File: config.mk
export PLATFORM = sky130hd
export DESIGN_NAME = pipe_stage_skid
export DESIGN_NICKNAME = d
export VERILOG_FILES = /design/src/rtl/pipe_stage_skid.sv
export SDC_FILE = /design/constraint.sdc
export NUM_CORES = 1
export LEC_CHECK = 0
export CAP_MARGIN = 10
export CORE_ASPECT_RATIO = 0.8
export CORE_MARGIN = 4
export CORE_UTILIZATION = 40
export CTS_CLUSTER_SIZE = 25
export DETAILED_ROUTE_END_ITERATION = 7
export PLACE_DENSITY = 0.65
export SLEW_MARGIN = 20
export SYNTH_ARGS = -nofsm -noshare
export SYNTH_HDL_FRONTEND = slang
export SYNTH_SLANG_ARGS = --single-unit
export TNS_END_PERCENT = 1
File: constraint.sdc
create_clock -name clock -period 1.9 [get_ports clock]
set_clock_uncertainty 0.1 [all_clocks]
set_input_delay 0.38 -clock clock [delete_from_list [all_inputs] [get_ports clock]]
set_output_delay 0.38 -clock clock [all_outputs]
set_load 0.05 [all_outputs]
File: src/rtl/pipe_stage_skid.sv
// pipe_stage_skid
//   Generic inter-stage pipeline latch (F/D, D/X, X/M, M/W) carrying a packed
//   DATA_W-bit payload through a valid/ready handshake with a 2-entry skid
//   buffer, synchronous flush and a saturating bubble counter.
//
// Handshake: a transfer happens on a rising edge where valid && ready are both
//   high. valid never depends on ready. Once valid is raised, the producer holds
//   it and the data stable until the transfer. in_ready is a registered signal
//   (= !skid valid), so there is no combinational path from out_ready to in_ready.
//
// Parameters
//   DATA_W        payload width
//   CNT_W         bubble_count width (saturates at all-ones)
// Ports
//   clock         rising-edge clock
//   ctrl_reset_n  synchronous reset, active-low
//   flush         discard both held entries this edge; same-edge accept dropped
//   in_valid      upstream payload valid
//   in_data       upstream payload
//   in_ready      stage can accept
//   out_valid     main entry valid
//   out_data      main entry payload
//   out_ready     downstream accepts (0 = stall)
//   occupancy     entries held (0..2)
//   bubble_count  edges with out_valid=0 since reset, saturating
//
// Build option
//   PIPE_ZERO_BUBBLE_EN  when defined, every entry left invalid by an edge also
//                        has its data cleared, so out_data == 0 whenever
//                        out_valid == 0 (bubbles decode as opcode 0 = nop).
//                        When undefined, invalid entries keep stale data.
module pipe_stage_skid #(
  parameter int DATA_W = 64,
  parameter int CNT_W  = 16
) (
  input  logic              clock,
  input  logic              ctrl_reset_n,
  input  logic              flush,
  input  logic              in_valid,
  input  logic [DATA_W-1:0] in_data,
  output logic              in_ready,
  output logic              out_valid,
  output logic [DATA_W-1:0] out_data,
  input  logic              out_ready,
  output logic [1:0]        occupancy,
  output logic [CNT_W-1:0]  bubble_count
);

  localparam logic [CNT_W-1:0] CNT_ONE = {{(CNT_W-1){1'b0}}, 1'b1};
  localparam logic [CNT_W-1:0] CNT_MAX = {CNT_W{1'b1}};

  logic              m_valid, s_valid;
  logic [DATA_W-1:0] m_data, s_data;

  logic              m_valid_nxt, s_valid_nxt;
  logic [DATA_W-1:0] m_data_nxt, s_data_nxt;

  logic accept;
  logic drain;

  assign in_ready  = !s_valid;
  assign out_valid = m_valid;
  assign out_data  = m_data;
  assign occupancy = {1'b0, m_valid} + {1'b0, s_valid};

  assign accept = in_valid & in_ready;
  assign drain  = m_valid & out_ready;

  always_comb begin
    m_valid_nxt = m_valid;
    s_valid_nxt = s_valid;
    m_data_nxt  = m_data;
    s_data_nxt  = s_data;

    if (flush) begin
      m_valid_nxt = 1'b0;
      s_valid_nxt = 1'b0;
    end else if (!m_valid) begin
      // Skid is never occupied while main is empty.
      if (accept) begin
        m_valid_nxt = 1'b1;
        m_data_nxt  = in_data;
      end
    end else if (drain) begin
      if (s_valid) begin
        // in_ready was low, so nothing can be accepted on this edge.
        m_data_nxt  = s_data;
        s_valid_nxt = 1'b0;
      end else if (accept) begin
        m_data_nxt  = in_data;
      end else begin
        m_valid_nxt = 1'b0;
      end
    end else if (!s_valid && accept) begin
      // Main stalled: overflow goes to skid, which drops in_ready next cycle.
      s_valid_nxt = 1'b1;
      s_data_nxt  = in_data;
    end

`ifdef PIPE_ZERO_BUBBLE_EN
    if (!m_valid_nxt) m_data_nxt = '0;
    if (!s_valid_nxt) s_data_nxt = '0;
`endif
  end

  always_ff @(posedge clock) begin
    if (!ctrl_reset_n) begin
      m_valid      <= 1'b0;
      s_valid      <= 1'b0;
      m_data       <= '0;
      s_data       <= '0;
      bubble_count <= '0;
    end else begin
      m_valid <= m_valid_nxt;
      s_valid <= s_valid_nxt;
      m_data  <= m_data_nxt;
      s_data  <= s_data_nxt;
      if (!m_valid && (bubble_count != CNT_MAX))
        bubble_count <= bubble_count + CNT_ONE;
    end
  end

endmodule

==> reports/metrics.yaml <==
rsz0062_at_grt: "no"
placed_cells: 982
wl_per_cell_um: 16.6
path_clk_slew_ns: 0.07
tightest_slew_ns: 0.496
status: "completed"
p_per_area_nw_per_um2: 962
dp_slack_ns: -0.247
area_growth_pct: 39.4
first_pass_iters: 4
synth_cell_types: 41
fin_area_um2: 7880
p_leak_nw: 2.97
synthMuxAreaShare: 0.00354
cp-start-kind: "flop"
finalNetCount: 892
hold_viol_final: 0
finalWirelength_mm: 16.9
rrSetupSlack_ns: 0.13
path_class: "flop to output port"
irDropWorstVdd_mv: 0.579
cts_num_sinks: 146
syn_avg_cell_area_um2: 8.31
required_ns: 1.42
grt_max_degree: 44
cts_root_buf: "clkbuf_16"
synth_top_family_by_area: "compound AO/OA/AOI/OAI gates"
vias: 5584
globalRouteTotalUtil: 0.207
clock_latency_ns: 0.41
start_util: 0.413
r2r-start: "bubble_count[0]"
diodes: 0
final_util: 0.575
syn_inst: 680
crit_end: "occupancy[0]"
reg2reg_depth: 6
cts_tree: "done"
numCtsBuffers: 17
ys_async_sr_fraction: 0
synth-seq-cells: 146
postSynthNetCount: 751
cts.htree.levels: 4
die_h_um: 114
numPortBuffers: 152
r2r-end: "bubble_count[3]"
drv_slew: 0
overflow: 0
clockBufferDepth: 2
finalSetupTns_ns: 0
ioPinCount: 153
synthXorXnorAreaFrac: 0
drv_cap: 0
setup_viol: 0
max_freq_mhz: 553
slew_headroom: 0.669
yosysSeqAreaShare: 0.517
path_max_fanout: 6
layout_setup_ws_ns: 0.0919
arrival_ns: 1.33
final_layout_size_suffix_gt1_frac: 0.193
place.gp.congestion: 0.797
synthesis.area_um2: 5650
ys_warn_count: 0
grt_pass1_wl_mm: 27.2
ant_nets: 0
rows: 38
die_w_um: 141
drtIter0Drc: 337
dpl_cell_area_um2: 7290
hold_path.class: "flop to flop"
synth-adder-area-share: 0.00443
finalCritPeriodShare: 0.952
remaining_drc_errors: 0
synth-main-ff-cell: "dfxtp_1"
grt_pass1_vias: 5457
vias_per_cell: 5.51
startpoint: "out_valid"
synth_compound_area_frac: 0.281
min_period_ns: 1.81
dpl.hpwl_mm: 11.3
fp.dieArea_um2: 16100
instances_no_fill: 1014
critPathCaptureType: "output port"
synth_edf_count: 0
grt_antenna_before_repair: 0
synthSimpleGateAreaFrac: 0.146
coreArea_um2: 13700
==> layer usage <==
metal / GRT usage / vias to the layer above / share of wire
li1: - / 2723 / -
met1: 0.270 / 2637 / 0.45
met2: 0.332 / 203 / 0.45
met3: 0.0647 / 21 / 0.078
met4: 0.0613 / 0 / 0.014
met5: 0 / - / 0
==> flip-flops by register name (all words and copies together), names as in the netlist <==
signal / cells
out_data: 64
s_valid: 1
s_data: 64
bubble_count: 16
out_valid: 1
==> metrics by stage <==
stage	hold WS, ns	power (W)
3_5_place_dp	0.346	0.00439
6_report	0.356	0.00758
2_1_floorplan	0.336	0.00392
4_1_cts	0.356	0.00763
5_1_grt	0.373	0.00785
3_3_place_gp	0.342	0.00437
==> what timing repair did <==
item	4_1_cts	5_1_grt
pin swaps	0	0
setup endpoints to repair	1	1
hold buffers	0	0
resized for setup	1	2
buffers inserted	0	0
cloned	0	0
==> synth_stat cells, drive strengths merged, types with 3 or more instances <==
library cell | n | area (µm²)
o22ai | 64 | 400
dfxtp | 146 | 2920
buf | 25 | 123
nand2b | 8 | 60.1
o41ai | 3 | 26.3
or3 | 5 | 31.3
nand4 | 4 | 31.3
clkbuf | 32 | 128
a21oi | 139 | 696
nor2 | 4 | 15.0
o21ai | 72 | 360
nor3 | 3 | 26.3
nand3 | 6 | 30.0
o31ai | 4 | 30.0
or4 | 3 | 22.5
nand2 | 135 | 507
inv | 5 | 18.8
==> cell type report <==
| class | instances | area, µm² |
|---|---|---|
| multi-input cells | 472 | 2480 |
| well taps | 180 | 225 |
| inverters | 5 | 18.8 |
| clock inverters | 14 | 144 |
| repair buffers | 179 | 1650 |
| fillers | 1186 | 5820 |
| clock buffers | 18 | 429 |
| flip-flops and latches | 146 | 2930 |
==> placed cells by master, fill, tap and decap left out, types with 3 or more instances in the layout <==
| master | count |
|---|---|
| dfxtp_1 | 143 |
| o22ai_1 | 64 |
| nand4_1 | 3 |
| inv_1 | 4 |
| o21ai_0 | 72 |
| nand2b_1 | 6 |
| or3_1 | 4 |
| dfxtp_2 | 3 |
| a21oi_1 | 139 |
| inv_6 | 5 |
| nand3_1 | 6 |
| or4_1 | 3 |
| nor2_1 | 3 |
| clkinvlp_4 | 4 |
| nand2_1 | 134 |
| buf_4 | 99 |
| clkbuf_16 | 17 |
| o31ai_1 | 4 |
| o41ai_1 | 3 |
| clkdlybuf4s50_1 | 67 |
| buf_12 | 11 |
==> power by group <==
part / internal (W) / total [W] / switching (W) / leakage, nW
clock: 0.00184 / 0.00325 / 0.00141 / 0.268
combinational: 0.000396 / 0.00109 / 0.000689 / 1.51
sequential: 0.00318 / 0.00324 / 0.0000664 / 1.19
total: 0.00542 / 0.00758 / 0.00216 / 2.97
==> cells by family after synthesis <==
group,after synthesis
DFF,146
adders and majority gates,2
muxes,2
buffers and inverters,62
and+or+nand+nor,178
AOI/OAI and AO/OA,290
==> how the worst min path moves through the flow <==
| stage | from | depth (start not counted) | end | slack (ns) |
|---|---|---|---|---|
| after CTS | s_data[63] | 2 | s_data[63] | 0.36 |
| after global placement | s_data[63] | 2 | s_data[63] | 0.34 |
| after global routing | s_data[48] | 2 | s_data[48] | 0.37 |
| final | s_data[63] | 2 | s_data[63] | 0.36 |
| after floorplan | s_data[0] | 2 | s_data[0] | 0.34 |
| after detailed placement | s_data[63] | 2 | s_data[63] | 0.35 |
==> worst max-delay path, stage by stage (launching register included) <==
cell and delay (ns):
dfxtp_2 0.34, buf_4 0.17, ha_4 0.26, buf_6 0.14
No activity file was read; power rests on OpenSTA's default activity.
